==> config.mk <==
export PLATFORM = sky130hd
export DESIGN_NAME = vga_frame_reader
export DESIGN_NICKNAME = d
export VERILOG_FILES = /design/src/rtl/vga_frame_reader_pkg.sv /design/src/rtl/vga_frame_reader_frame_buf_sel.sv /design/src/rtl/vga_frame_reader.sv
export SDC_FILE = /design/constraint.sdc
export NUM_CORES = 1
export LEC_CHECK = 0
export CAP_MARGIN = 20
export CORE_MARGIN = 10
export CORE_UTILIZATION = 38
export DETAILED_ROUTE_END_ITERATION = 7
export PLACE_DENSITY = 0.75
export SYNTH_ARGS = -nofsm -noshare
export SYNTH_HDL_FRONTEND = slang
export SYNTH_SLANG_ARGS = --single-unit
==> constraint.sdc <==
create_clock -name clock -period 2.03 [get_ports clock]
set_input_delay 0.406 -clock clock [delete_from_list [all_inputs] [get_ports clock]]
set_output_delay 0.406 -clock clock [all_outputs]
set_load 0.05 [all_outputs]
==> src/rtl/vga_frame_reader_pkg.sv <==
// Shared memory and frame-buffer constants for the VGA read path.
// Latency: none (constants only).
// Backpressure: none (constants only).
package vga_frame_reader_pkg;

  localparam int LOG_MEM         = 36;      // ZBT word width, two packed pixels
  localparam int LOG_ADDR        = 19;      // ZBT word-address width
  localparam int VGA_FRAME_WORDS = 153600;  // 640x480 pixels, two per word
  localparam int VGA_BUF_STRIDE  = 262144;  // base address of frame buffer 1
  localparam int ZBT_RD_LAT      = 2;       // cycles from read strobe to data

endpackage

==> src/rtl/vga_frame_reader_frame_buf_sel.sv <==
// Display/write frame-buffer selector; swaps on frame boundary after writer completes a frame.
// Latency: disp_buf changes the cycle after the frame_flag that commits a pending swap.
// Backpressure: none; a second swap_req before the swap commits is flagged on swap_ovr.
// Built with swap logic only when VGA_DOUBLE_BUFFER_EN is defined; otherwise constant buffer 0.
module frame_buf_sel (
  input  logic clock,
  input  logic reset,
  input  logic frame_flag,
  input  logic swap_req,
  output logic disp_buf,
  output logic swap_ovr
);

`ifdef VGA_DOUBLE_BUFFER_EN
  logic swap_pend_q, swap_pend_d;
  logic disp_buf_q, disp_buf_d;

  // Next-state: latch writer completion, commit it at the next frame boundary
  always_comb begin
    swap_pend_d = swap_pend_q;
    disp_buf_d  = disp_buf_q;
    if (swap_req) begin
      swap_pend_d = 1'b1;
    end
    // A completion arriving in the boundary cycle itself is committed immediately
    if (frame_flag && (swap_pend_q || swap_req)) begin
      disp_buf_d  = ~disp_buf_q;
      swap_pend_d = 1'b0;
    end
  end

  // State registers
  always_ff @(posedge clock) begin
    if (reset) begin
      swap_pend_q <= 1'b0;
      disp_buf_q  <= 1'b0;
    end else begin
      swap_pend_q <= swap_pend_d;
      disp_buf_q  <= disp_buf_d;
    end
  end

  assign disp_buf = disp_buf_q;
  // Writer finished another frame before the previous one was ever displayed
  assign swap_ovr = swap_req & swap_pend_q & ~reset;
`else
  logic unused_inputs;
  assign unused_inputs = ^{clock, reset, frame_flag, swap_req};
  assign disp_buf      = 1'b0;
  assign swap_ovr      = 1'b0;
`endif

endmodule

==> src/rtl/vga_frame_reader.sv <==
// VGA memory read port: turns vga_flag word requests into ZBT reads at sequential addresses.
// Latency: vga_pixel/done_vga appear ZBT_RD_LAT (2) cycles after the request; one request per cycle.
// Backpressure: none; VGA reads are always granted, requests during frame_flag are dropped.
// Optional double buffering is enabled by defining VGA_DOUBLE_BUFFER_EN.
module vga_frame_reader
  import vga_frame_reader_pkg::*;
#(
  parameter int LOG_MEM     = vga_frame_reader_pkg::LOG_MEM,
  parameter int LOG_ADDR    = vga_frame_reader_pkg::LOG_ADDR,
  parameter int FRAME_WORDS = VGA_FRAME_WORDS,
  parameter int BUF_STRIDE  = VGA_BUF_STRIDE
) (
  input  logic                clock,
  input  logic                reset,
  input  logic                frame_flag,
  input  logic                vga_flag,
  output logic [LOG_MEM-1:0]  vga_pixel,
  output logic                done_vga,
  input  logic                swap_req,
  output logic                write_buf,
  output logic                disp_buf,
  output logic                mem_req,
  output logic [LOG_ADDR-1:0] mem_addr,
  input  logic [LOG_MEM-1:0]  mem_rdata,
  output logic                overrun
);

  localparam logic [LOG_ADDR-1:0] LAST_WORD = LOG_ADDR'(FRAME_WORDS - 1);
  localparam logic [LOG_ADDR-1:0] BUF1_BASE = LOG_ADDR'(BUF_STRIDE);

  logic [LOG_ADDR-1:0]   wcnt_q, wcnt_d;
  logic [ZBT_RD_LAT-1:0] v_q, v_d;
  logic [LOG_MEM-1:0]    hold_q, hold_d;
  logic                  overrun_q, overrun_d;
  logic                  sel_disp;
  logic                  swap_ovr;
  logic                  wrap;
  logic                  ret_vld;

  frame_buf_sel u_frame_buf_sel (
    .clock      (clock),
    .reset      (reset),
    .frame_flag (frame_flag),
    .swap_req   (swap_req),
    .disp_buf   (sel_disp),
    .swap_ovr   (swap_ovr)
  );

  // A request coinciding with the frame boundary is dropped so the new frame starts clean
  assign mem_req  = vga_flag & ~frame_flag & ~reset;
  assign wrap     = mem_req && (wcnt_q == LAST_WORD);
  assign ret_vld  = v_q[ZBT_RD_LAT-1];

  assign disp_buf = sel_disp & ~reset;
`ifdef VGA_DOUBLE_BUFFER_EN
  assign write_buf = ~disp_buf;
`else
  assign write_buf = 1'b0;
`endif

  // Outputs are forced to their idle values while reset is held
  assign mem_addr  = reset ? '0 : ((disp_buf ? BUF1_BASE : '0) + wcnt_q);
  assign done_vga  = ret_vld & ~reset;
  assign vga_pixel = reset ? '0 : (ret_vld ? mem_rdata : hold_q);
  assign overrun   = overrun_q;

  // Next-state: word counter, return-valid shift register, held pixel, sticky error
  always_comb begin
    wcnt_d    = wcnt_q;
    v_d       = (v_q << 1) | ZBT_RD_LAT'(mem_req);
    hold_d    = ret_vld ? mem_rdata : hold_q;
    overrun_d = overrun_q | wrap | swap_ovr;
    if (frame_flag) begin
      wcnt_d = '0;
    end else if (mem_req) begin
      // Over-reading the frame wraps to the start and is reported via overrun
      wcnt_d = wrap ? '0 : wcnt_q + 1'b1;
    end
  end

  // State registers; reset also discards any read returns still in flight
  always_ff @(posedge clock) begin
    if (reset) begin
      wcnt_q    <= '0;
      v_q       <= '0;
      hold_q    <= '0;
      overrun_q <= 1'b0;
    end else begin
      wcnt_q    <= wcnt_d;
      v_q       <= v_d;
      hold_q    <= hold_d;
      overrun_q <= overrun_d;
    end
  end

endmodule

==> results.tsv <==
stage	metric	value	unit
clock_network	cts.sinks	58	
sta	worst_pin_slew	542	ps
route	antenna_left	0	
setup_path	path_class	reg2out	
synth	synth_cell_types	38	
route	vias_per_cell	4.90	
clock_network	clock_path_buffers	2	
synth	synth_top_family_by_area	simple AND/OR/NAND/NOR gates	
synth	synth_cells	258	
place	dpl.hpwl	5360	microns
layout	nets	413	
synth	yosys.area_share.simple	23.7	%
synth	ys_ff_latch	58	
sta	finClkSkew	4.02	ps
floorplanning	core	6030	sq um
sta	rsz0062_at_grt	no	
sta	fmax	512	MHz
min_path	hp-start	v_q[0]	
sta	holdWs	436	ps
route	dr_total_vias	2204	
global_route	grt_pass1_vias	2240	
synth	synth_xor_area_share	2.18	%
min_path	hold-path-cell-count	1	
global_route	globalRouteOverflowTotal	0	
sta	setup_violations	0	
route	drc	0	
setup_path	crit_path_start_kind	register	
job	cap_violations	0	
power	p_sw	0.587	mW
place	place_congestion	0.749	
layout	drive_gt1_share	34.7	%
floorplanning	pin_count	101	
global_route	grt_max_degree	58	
route	drt_iter0_markers	78	
floorplanning	die_area	9940	sq um
global_route	grt_pass1_wl	11100	microns
clock_network	cts_root_buf	clkbuf_8	
run_status	status	complete, no violations	
setup_path	critPathCaptureType	output port	
route	wl	6960	microns
power	pwr-share-comb	12.1	%
power	p_int	1.86	mW
synth	mappedNetlistArea	2410	sq um
synth	ys_seq_area_share	48.1	%
power	p_per_area	608	nW/um^2
route	wl_per_cell	15.5	microns
power	power_frac_seq	47.5	%
clock_network	clk_latency	340	ps
floorplanning	num_rows	28	
layout	fin_util	66.9	%
setup_path	reg2regPathDepth	5	
clock_network	cts_buffers	9	
clock_network	cts_max_level	3	
layout	antenna_cells	0	
min_path	hp-class	reg2reg	
power	ir_worst_vdd	374	uV
clock_network	cts_tree	yes	
synth	synth_compound_area_share	6.95	%
place	portBuffers	97	
power	clkPwrFrac	40.4	%
synth	synthMuxAreaShare	14.9	%
floorplanning	initial_utilization	40.0	%
synth	avgSynthCellArea	9.35	sq um
sta	period_share	96.1	%
power	leakage	1.50	nW
sta	finalCriticalPeriod	1950	ps
power	swShare	24.0	%
sta	slew-limit-headroom	63.7	%
synth	synth_warnings	0	
global_route	antenna_found_initial	0	
min_path	min_to	v_q[1]	
setup_path	r2r_slack	100	ps
route	dr.pass1.iters	4	
layout	area_growth	67.0	%
global_route	grt_usage	13.8	%
floorplanning	die_width	99.7	microns
sta	hold_viol_final	0	
setup_path	critPathMaxFanout	24	
clock_network	post-cts-setup-buffer-count	0	
setup_path	rr_endpoint	wcnt_q[1]	
clock_network	clk_pin_slew	60	ps
floorplanning	die_y	99.7	microns
synth	synth_adder_area_share	0.519	%
setup_path	crit_required	1620	ps
setup_path	r2r_start	wcnt_q[18]	
sta	maxSlewViolCount	0	
clock_network	hold_buffers	0	
setup_path	cp.arrival	1550	ps
## cells in the mapped netlist, drive strengths merged
| cell | n | area share (%) |
|---|---|---|
| a21oi | 13 | 2.7 |
| and2 | 3 | 0.78 |
| and3 | 2 | 0.52 |
| and4 | 1 | 0.36 |
| buf | 7 | 1.8 |
| clkbuf | 8 | 1.2 |
| conb | 1 | 0.16 |
| dfxtp | 58 | 48 |
| ha | 1 | 0.52 |
| inv | 3 | 0.47 |
| mux2i | 36 | 15 |
| nand2 | 8 | 1.2 |
| nand2b | 2 | 0.52 |
| nand3 | 5 | 1.0 |
| nand4 | 5 | 1.3 |
| nand4bb | 1 | 0.47 |
| nor2 | 46 | 7.2 |
| nor2b | 21 | 5.4 |
| nor3 | 1 | 0.21 |
| nor4b | 1 | 0.36 |
| o211ai | 1 | 0.31 |
| o21ai | 10 | 2.5 |
| o21ba | 1 | 0.41 |
| o31ai | 2 | 0.62 |
| o41ai | 1 | 0.36 |
| or2 | 1 | 0.26 |
| or3 | 8 | 2.1 |
| or4 | 3 | 1.1 |
| or4b | 2 | 0.83 |
| xnor2 | 3 | 1.1 |
| xor2 | 3 | 1.1 |
## flip-flops by register name, indices dropped and copies added (netlist names)
register  count
hold_q       36
wcnt_q       19
v_q           2
overrun       1
## cell usage in the layout, fill, tap and decap left out, types with 2 or more instances in the layout
master / n
mux2i_1: 36
buf_4: 48
inv_1: 2
buf_12: 28
or3_1: 8
nand2b_1: 2
a21oi_1: 13
conb_1: 2
nor2_2: 30
nor2b_1: 20
o21ai_0: 9
nand3_1: 5
clkbuf_8: 13
xor2_1: 3
o31ai_1: 2
clkdlybuf4s50_1: 39
and2_1: 3
dfxtp_1: 57
xnor2_1: 3
and3_1: 2
nor2_1: 16
clkinv_2: 2
nand4_1: 5
or4_1: 2
nand2_1: 7
## per-layer routing
| layer | up-vias | GRT usage [%] | wire [microns] |
|---|---|---|---|
| li1 | 1111 | - | - |
| met1 | 1015 | 15.7 | 3010 |
| met2 | 67 | 22.4 | 3410 |
| met3 | 11 | 4.91 | 418 |
| met4 | 0 | 6.73 | 124 |
| met5 | - | 0 | 0 |
## cell type report
class / count / area [sq um]
clock inverters: 2 / 10.0
clock buffers: 13 / 179
fillers: 483 / 2000
repair buffers: 116 / 1320
multi-input cells: 183 / 1250
inverters: 3 / 13.8
flip-flops and latches: 58 / 1160
well taps: 75 / 93.8
## how the worst max path moves through the flow
stage	startpoint	endpoint	slack (ps)	cells after the start
2_1_floorplan	reset	mem_addr[9]	-110	4
3_3_place_gp	frame_flag	wcnt_q[10]	-140	6
3_5_place_dp	frame_flag	wcnt_q[11]	-190	9
4_1_cts	frame_flag	mem_req	30	7
5_1_grt	wcnt_q[18]	wcnt_q[1]	9	5
6_report	v_q[1]	vga_pixel[9]	80	4
## power groups by stage
stage / combinational [mW] / clock [mW] / sequential, mW
finish: 0.297 / 0.989 / 1.16
global route: 0.316 / 1.06 / 1.16
CTS: 0.300 / 1.02 / 1.16
detailed placement: 0.299 / 0 / 1.19
global placement: 0.293 / 0 / 1.19
floorplan: 0.155 / 0 / 1.19
## cell families (layout without fill, tap and decap cells)
group | Yosys count | count (layout)
simple gates | 110 | 110
flops | 58 | 58
mux | 36 | 36
compound gates | 28 | 28
buf+inv | 18 | 134
xor+xnor | 6 | 6
fa+ha+maj | 1 | 1
other cells | 1 | 2
## per-stage QoR
| step | area (sq um) | cells | TNS (ps) | total power, mW | worst slack, ps |
|---|---|---|---|---|---|
| finish | 4030 | 450 | 0 | 2.45 | 78.3 |
| global route | 4030 | 450 | 0 | 2.54 | 9.35 |
| CTS | 4020 | 450 | 0 | 2.48 | 26.6 |
| detailed placement | 3830 | 435 | -2430 | 1.49 | -190 |
| global placement | 3830 | 435 | -1870 | 1.48 | -143 |
| floorplan | 2500 | 259 | -113 | 1.34 | -113 |
## repair_timing
| action | CTS | global route |
|---|---|---|
| pin swaps | 0 | 3 |
| resized for setup | 1 | 2 |
| endpoints found under the hold margin | 0 | 0 |
| endpoints found under the setup margin | 1 | 2 |
## worst max-delay path: stages (launching register included)
cell	delay, ps
dfxtp_4	440
buf_12	220
mux2i_1	280
nor2_2	60
buf_4	200
Note: power is estimated with default switching activity, not from simulation.
==> variant 1, RTL diff (config.mk and constraints unchanged) <==
Build with the macro `VGA_DOUBLE_BUFFER_EN` defined.
--- a/src/rtl/vga_frame_reader_frame_buf_sel.sv
+++ b/src/rtl/vga_frame_reader_frame_buf_sel.sv
@@ -3,4 +3,6 @@
 // Backpressure: none; a second swap_req before the swap commits is flagged on swap_ovr.
 // Built with swap logic only when VGA_DOUBLE_BUFFER_EN is defined; otherwise constant buffer 0.
+`define VGA_DOUBLE_BUFFER_EN
+
 module frame_buf_sel (
   input  logic clock,
Behaviour: not the same (Yosys sat finds a counterexample within 4 cycles, from zero or initial values and one cycle with reset high).
==> variant 1 against the unedited design <==
- cell area rose by 1.4%
- highest routed layer unchanged
- area after synthesis increased by 3.5%
- fmax increased by 3.6%
- first-iteration DRC count fell by 35%
- setup slack better by 0.068 ns
- wire length up 3.7%
- largest power group unchanged
- power is 4.4% higher
- sequential cell count increased by 2
==> variant 1: results (changes against the unedited design) <==
Status = completed
Slew margin rel. = 66.4% (+2.7 points)
Worst Hold Depth = 1 (unchanged)
# nets final = 419 (+1.5%)
Synth Flop Type = dfxtp_1
ANT cells = 0 (unchanged)
M1 GR Usage = 18.1% (+2.4 points)
Final Wtd Congestion = 0.776 (+3.6%)
DRT iter0 DRCs = 51 (-35%)
VDD IR-drop max = 303 µV (-19%)
Max Clock Skew = 0.00529 ns (+0.00127 ns)
Largest net degree at the start of global routing = 38 (-34%)
Clock root buffer = clkbuf_8
R2r setup slk = 0.24 ns (+0.14 ns)
Register area share after synthesis = 48.1% (about the same)
Worst r2r src = wcnt_q[0]
First-pass GRT wire length = 11.5 mm (+3.8%)
Drt first pass iters = 4 (unchanged)
Post-CTS Setup Inserts = 0 (unchanged)
Setup WS pre-CTS = -0.0790 ns (+0.111 ns)
Synth unique cells = 35 (-7.9%)
Clock slew at reported path FFs = 0.06 ns (about the same)
Resize count post-CTS = 0 (-1)
Critical path arrival = 1.48 ns (-0.07 ns)
GR peak layer = met2
Worst Reg2Reg Path Length in Cells = 5 (unchanged)
Vias in the first global route = 2264 (+1.1%)
H-Tree Depth = 3 (unchanged)
Pleak = 1.55 nW (+3.7%)
Largest cells by area after synthesis = dfxtp_1, mux2i_1, nor2_1
Max Fanout on Critical Path = 4 (-83%)
DP HPWL = 5.56 mm (+3.6%)
M3 GR Usage = 4.32% (-0.59 points)
Switching Share = 24.2% (+0.28 points)
Met2 Use GR = 20.5% (-1.9 points)
Port Buf Inserts = 100 (+3.1%)
Hold Path Class = reg -> reg
Largest regs = hold_q: 36 flops, wcnt_q: 19 flops, v_q: 2 flops
Share of layout cells above drive strength 1 = 33.6% (-1.1 points)
Layout fillers = 522 (+8.1%)
GRT Resource Usage Total = 13.8% (+0.033 points)
Reg2reg end = wcnt_q[14]
Wirelength per Cell = 15.8 µm (+1.9%)
Top cells by count, synth = dfxtp_1, nor2_1, mux2i_1, nor2b_1, a21oi_1
Via-to-Cell Ratio = 4.86 (-0.72%)
Syn Nets = 303
## variant 1: cell types whose count changed in the layout (fill, tap and decap cells not counted), moves of 3 or more
| cell | unedited run | this run |
|---|---|---|
| xor2_1 | 3 | 8 |
| or3_1 | 8 | 4 |
| buf_12 | 28 | 24 |
| o21ai_0 | 9 | 6 |
| o31ai_1 | 2 | 5 |
| or4_1 | 2 | 6 |
| a21oi_1 | 13 | 10 |
| buf_4 | 48 | 53 |
| nor2_1 | 16 | 19 |
## variant 1: worst max path at each step
stage / start / end / slack (ns)
floorplan: reset / wcnt_q[12] / 0.008
global placement: frame_flag / wcnt_q[15] / -0.02
detailed placement: frame_flag / wcnt_q[15] / -0.08
CTS: v_q[1] / vga_pixel[8] / 0.12
global route: v_q[1] / vga_pixel[8] / 0.05
finish: vga_flag / mem_req / 0.15
## variant 1: cells by family after synthesis
logic type | after synthesis | share of synthesized area [%]
simple gates | 112 | 24.1
flops | 60 | 48.1
mux | 36 | 14.4
compound gates | 27 | 6.56
buf+inv | 15 | 2.76
xor+xnor | 10 | 3.51
fa+ha+maj | 1 | 0.501
## variant 1: cell type report
cell class | count | area [µm²] | share of cell area [%]
Sequential cell | 60 | 1200 | 29.4
Timing Repair Buffer | 118 | 1280 | 31.4
Inverter | 2 | 7.51 | 0.184
Tap cell | 77 | 96.3 | 2.36
Clock buffer | 14 | 183 | 4.47
Multi-Input combinational cell | 186 | 1310 | 32.0
Clock inverter | 1 | 5.00 | 0.123
## variant 1: metrics by stage
stage | cells | hold slack [ns] | power (mW) | instance area [µm²]
finish | 458 | 0.439 | 2.56 | 4090
global route | 458 | 0.443 | 2.65 | 4090
CTS | 458 | 0.438 | 2.59 | 4090
detailed placement | 443 | 0.427 | 1.58 | 3900
global placement | 443 | 0.421 | 1.58 | 3900
floorplan | 261 | 0.414 | 1.40 | 2590
## variant 1: critical path: stages
cell,delay (ns)
clkdlybuf4s50_1,0.50
nor3b_4,0.26
buf_4,0.18
buf_12,0.13
## variant 1: power by group through the flow
| stage | clock network (mW) | registers (mW) | logic, mW |
|---|---|---|---|
| after floorplan | 0 | 1.23 | 0.167 |
| after global placement | 0 | 1.23 | 0.344 |
| after detailed placement | 0 | 1.23 | 0.347 |
| after CTS | 1.03 | 1.21 | 0.348 |
| after global routing | 1.08 | 1.21 | 0.364 |
| final | 1.00 | 1.21 | 0.344 |
## variant 1: metal layers
layer  up-vias  wire (µm)
li1       1136          -
met1       996       3520
met2        87       3090
met3         8        520
met4         0         90
met5         -          0
==> variant 2, RTL diff (config.mk and constraints unchanged) <==
Without the edit above. Register the outputs `vga_pixel`, `done_vga` and `mem_addr`, cleared by the reset; this adds one clock of latency there. The other outputs are not delayed to match. Comments in the files are not updated.
--- a/src/rtl/vga_frame_reader.sv
+++ b/src/rtl/vga_frame_reader.sv
@@ -60,7 +60,15 @@
 
   // Outputs are forced to their idle values while reset is held
-  assign mem_addr  = reset ? '0 : ((disp_buf ? BUF1_BASE : '0) + wcnt_q);
-  assign done_vga  = ret_vld & ~reset;
-  assign vga_pixel = reset ? '0 : (ret_vld ? mem_rdata : hold_q);
+  always_ff @(posedge clock) begin
+    if (reset) begin
+      vga_pixel <= '0;
+      done_vga  <= '0;
+      mem_addr  <= '0;
+    end else begin
+      vga_pixel <= reset ? '0 : (ret_vld ? mem_rdata : hold_q);
+      done_vga  <= ret_vld & ~reset;
+      mem_addr  <= reset ? '0 : ((disp_buf ? BUF1_BASE : '0) + wcnt_q);
+    end
+  end
   assign overrun   = overrun_q;
 
Behaviour: not the same (Yosys sat finds a counterexample within 4 cycles, from zero or initial values and one cycle with reset high).
==> variant 2 against the unedited design <==
- final cell count rose by 10%
- cell area increased by 4.5%
- sequential cell count up 20
- setup slack better by 0.0053 ns
- area after synthesis grew 17%
- power grew 22%
- wire length is 7.3% higher
- critical path type is now reg -> reg
==> variant 2: results (changes against the unedited design) <==
Mux contribution to synthesized area = 12.8% (-2.2 points)
Die Wd = 106 µm (+6.5%)
CP max stage delay = 0.55 ns (+0.11 ns)
DRT iter0 DRCs = 90 (+15%)
Post-Synth Adder-Cell Area = 0.443% (-0.075 points)
Clk buf depth = 2 (unchanged)
Synth Area in Compound Gates = 5.85% (-1.1 points)
Mean Syn Cell Area = 10.1 µm² (+8.2%)
First-pass GRT wire length = 12.4 mm (+12%)
Clock-cell share = 4.73% (+0.036 points)
Post-synthesis async set-or-reset flop share = 0% (unchanged)
Non-clock buffer share = 26.9% (-5.8 points)
Vias = 2364 (+7.3%)
Wirelength per Cell = 15.1 µm (-2.7%)
Register area share after synthesis = 55.3% (+7.2 points)
Sequential portion of the cell area = 37.1% (+8.2 points)
Synth Area in XOR/XNOR = 1.86% (-0.32 points)
Slew @ Worst Pin = 0.542 ns (-0.000301 ns)
# nets final = 434 (+5.1%)
Hold Path Class = in -> reg
Critical-path top delay cell = or4_4
Share of layout cells above drive strength 1 = 11.6% (-23 points)
CTS buffer count = 9 (unchanged)
Setup WS pre-CTS = -0.162 ns (+0.0283 ns)
VDD IR-drop max = 315 µV (-16%)
Clock slew at reported path FFs = 0.08 ns (+0.02 ns)
Critical path arrival = 2.17 ns (+0.62 ns)
Via-to-Cell Ratio = 4.77 (-2.7%)
Largest cells by area after synthesis = dfxtp_1, mux2i_1, nor2_1
Inverters, non-clock = 4 (+1)
Layout fillers = 666 (+38%)
Status = completed
Area of placed instances = 4010 µm² (+4.5%)
GRT Resource Usage Total = 13.4% (-0.41 points)
Synth unique cells = 38 (unchanged)
Fraction of area in multi-input gates = 28.0% (-3.1 points)
Max Fanout on Critical Path = 4 (-83%)
Final Wtd Congestion = 0.761 (+1.5%)
Port Buf Inserts = 97 (unchanged)
Placed insts = 480 (+10%)
Area of the multi-input gates = 1180 µm² (-5.9%)
Pleak = 1.48 nW (-0.79%)
Top cells by count, synth = dfxtp_1, nor2_1, mux2i_1, nor2b_1, a21oi_1
CLK BUF = 10 (-3)
Largest net degree at the start of global routing = 53 (-8.6%)
Largest regs = vga_pixel: 36 flops, mem_addr: 19 flops, wcnt_q: 19 flops
Max Clock Skew = 0.00498 ns (+0.000963 ns)
DP HPWL = 5.69 mm (+6.1%)
Clock Sinks = 78 (+34%)
## variant 2: final timing paths
check	cells after the start	end	start	slack, ns
max	5	wcnt_q[1]	wcnt_q[18]	0.08
min	3	mem_addr[5]	reset	0.43
max reg2reg	5	wcnt_q[1]	wcnt_q[18]	0.08
min reg2reg	1	v_q[1]	v_q[0]	0.44
## variant 2: kinds of logic after synthesis
| logic type | Yosys count |
|---|---|
| AOI/OAI and AO/OA | 28 |
| adders and majority gates | 1 |
| and+or+nand+nor | 110 |
| DFF | 78 |
| xor gates and xnor gates | 6 |
| buffers and inverters | 19 |
| muxes | 36 |
| other | 1 |
## variant 2: critical path, delay by kind of cell (launching register included)
kind / cells / cell delay, ns
AND/OR/NAND/NOR: 2 / 1.09
flip-flops: 1 / 0.33
AO/OA/AOI/OAI: 2 / 0.25
buffers and inverters: 1 / 0.16
## variant 2: repair_timing
item | in CTS | in global routing
hold endpoints to repair | 0 | 0
endpoints found under the setup margin | 0 | 1
setup buffers | 0 | 0
resized for setup | 0 | 3
## variant 2: metal layers
layer | vias to the layer above | part of all wire [%] | routed length, µm | global-route usage [%]
li1 | 1169 | - | - | -
met3 | 7 | 4.9 | 367 | 3.44
met2 | 72 | 47 | 3510 | 21.9
met5 | - | 0 | 0 | 0
met4 | 0 | 1.3 | 95 | 5.22
met1 | 1116 | 47 | 3500 | 16.5
## variant 2: power by group
group | internal, mW | leakage, nW | switching, mW | total [mW]
clock | 0.597 | 0.102 | 0.548 | 1.15
combinational | 0.134 | 0.752 | 0.142 | 0.275
sequential | 1.55 | 0.630 | 0.0128 | 1.56
total | 2.28 | 1.48 | 0.703 | 2.98
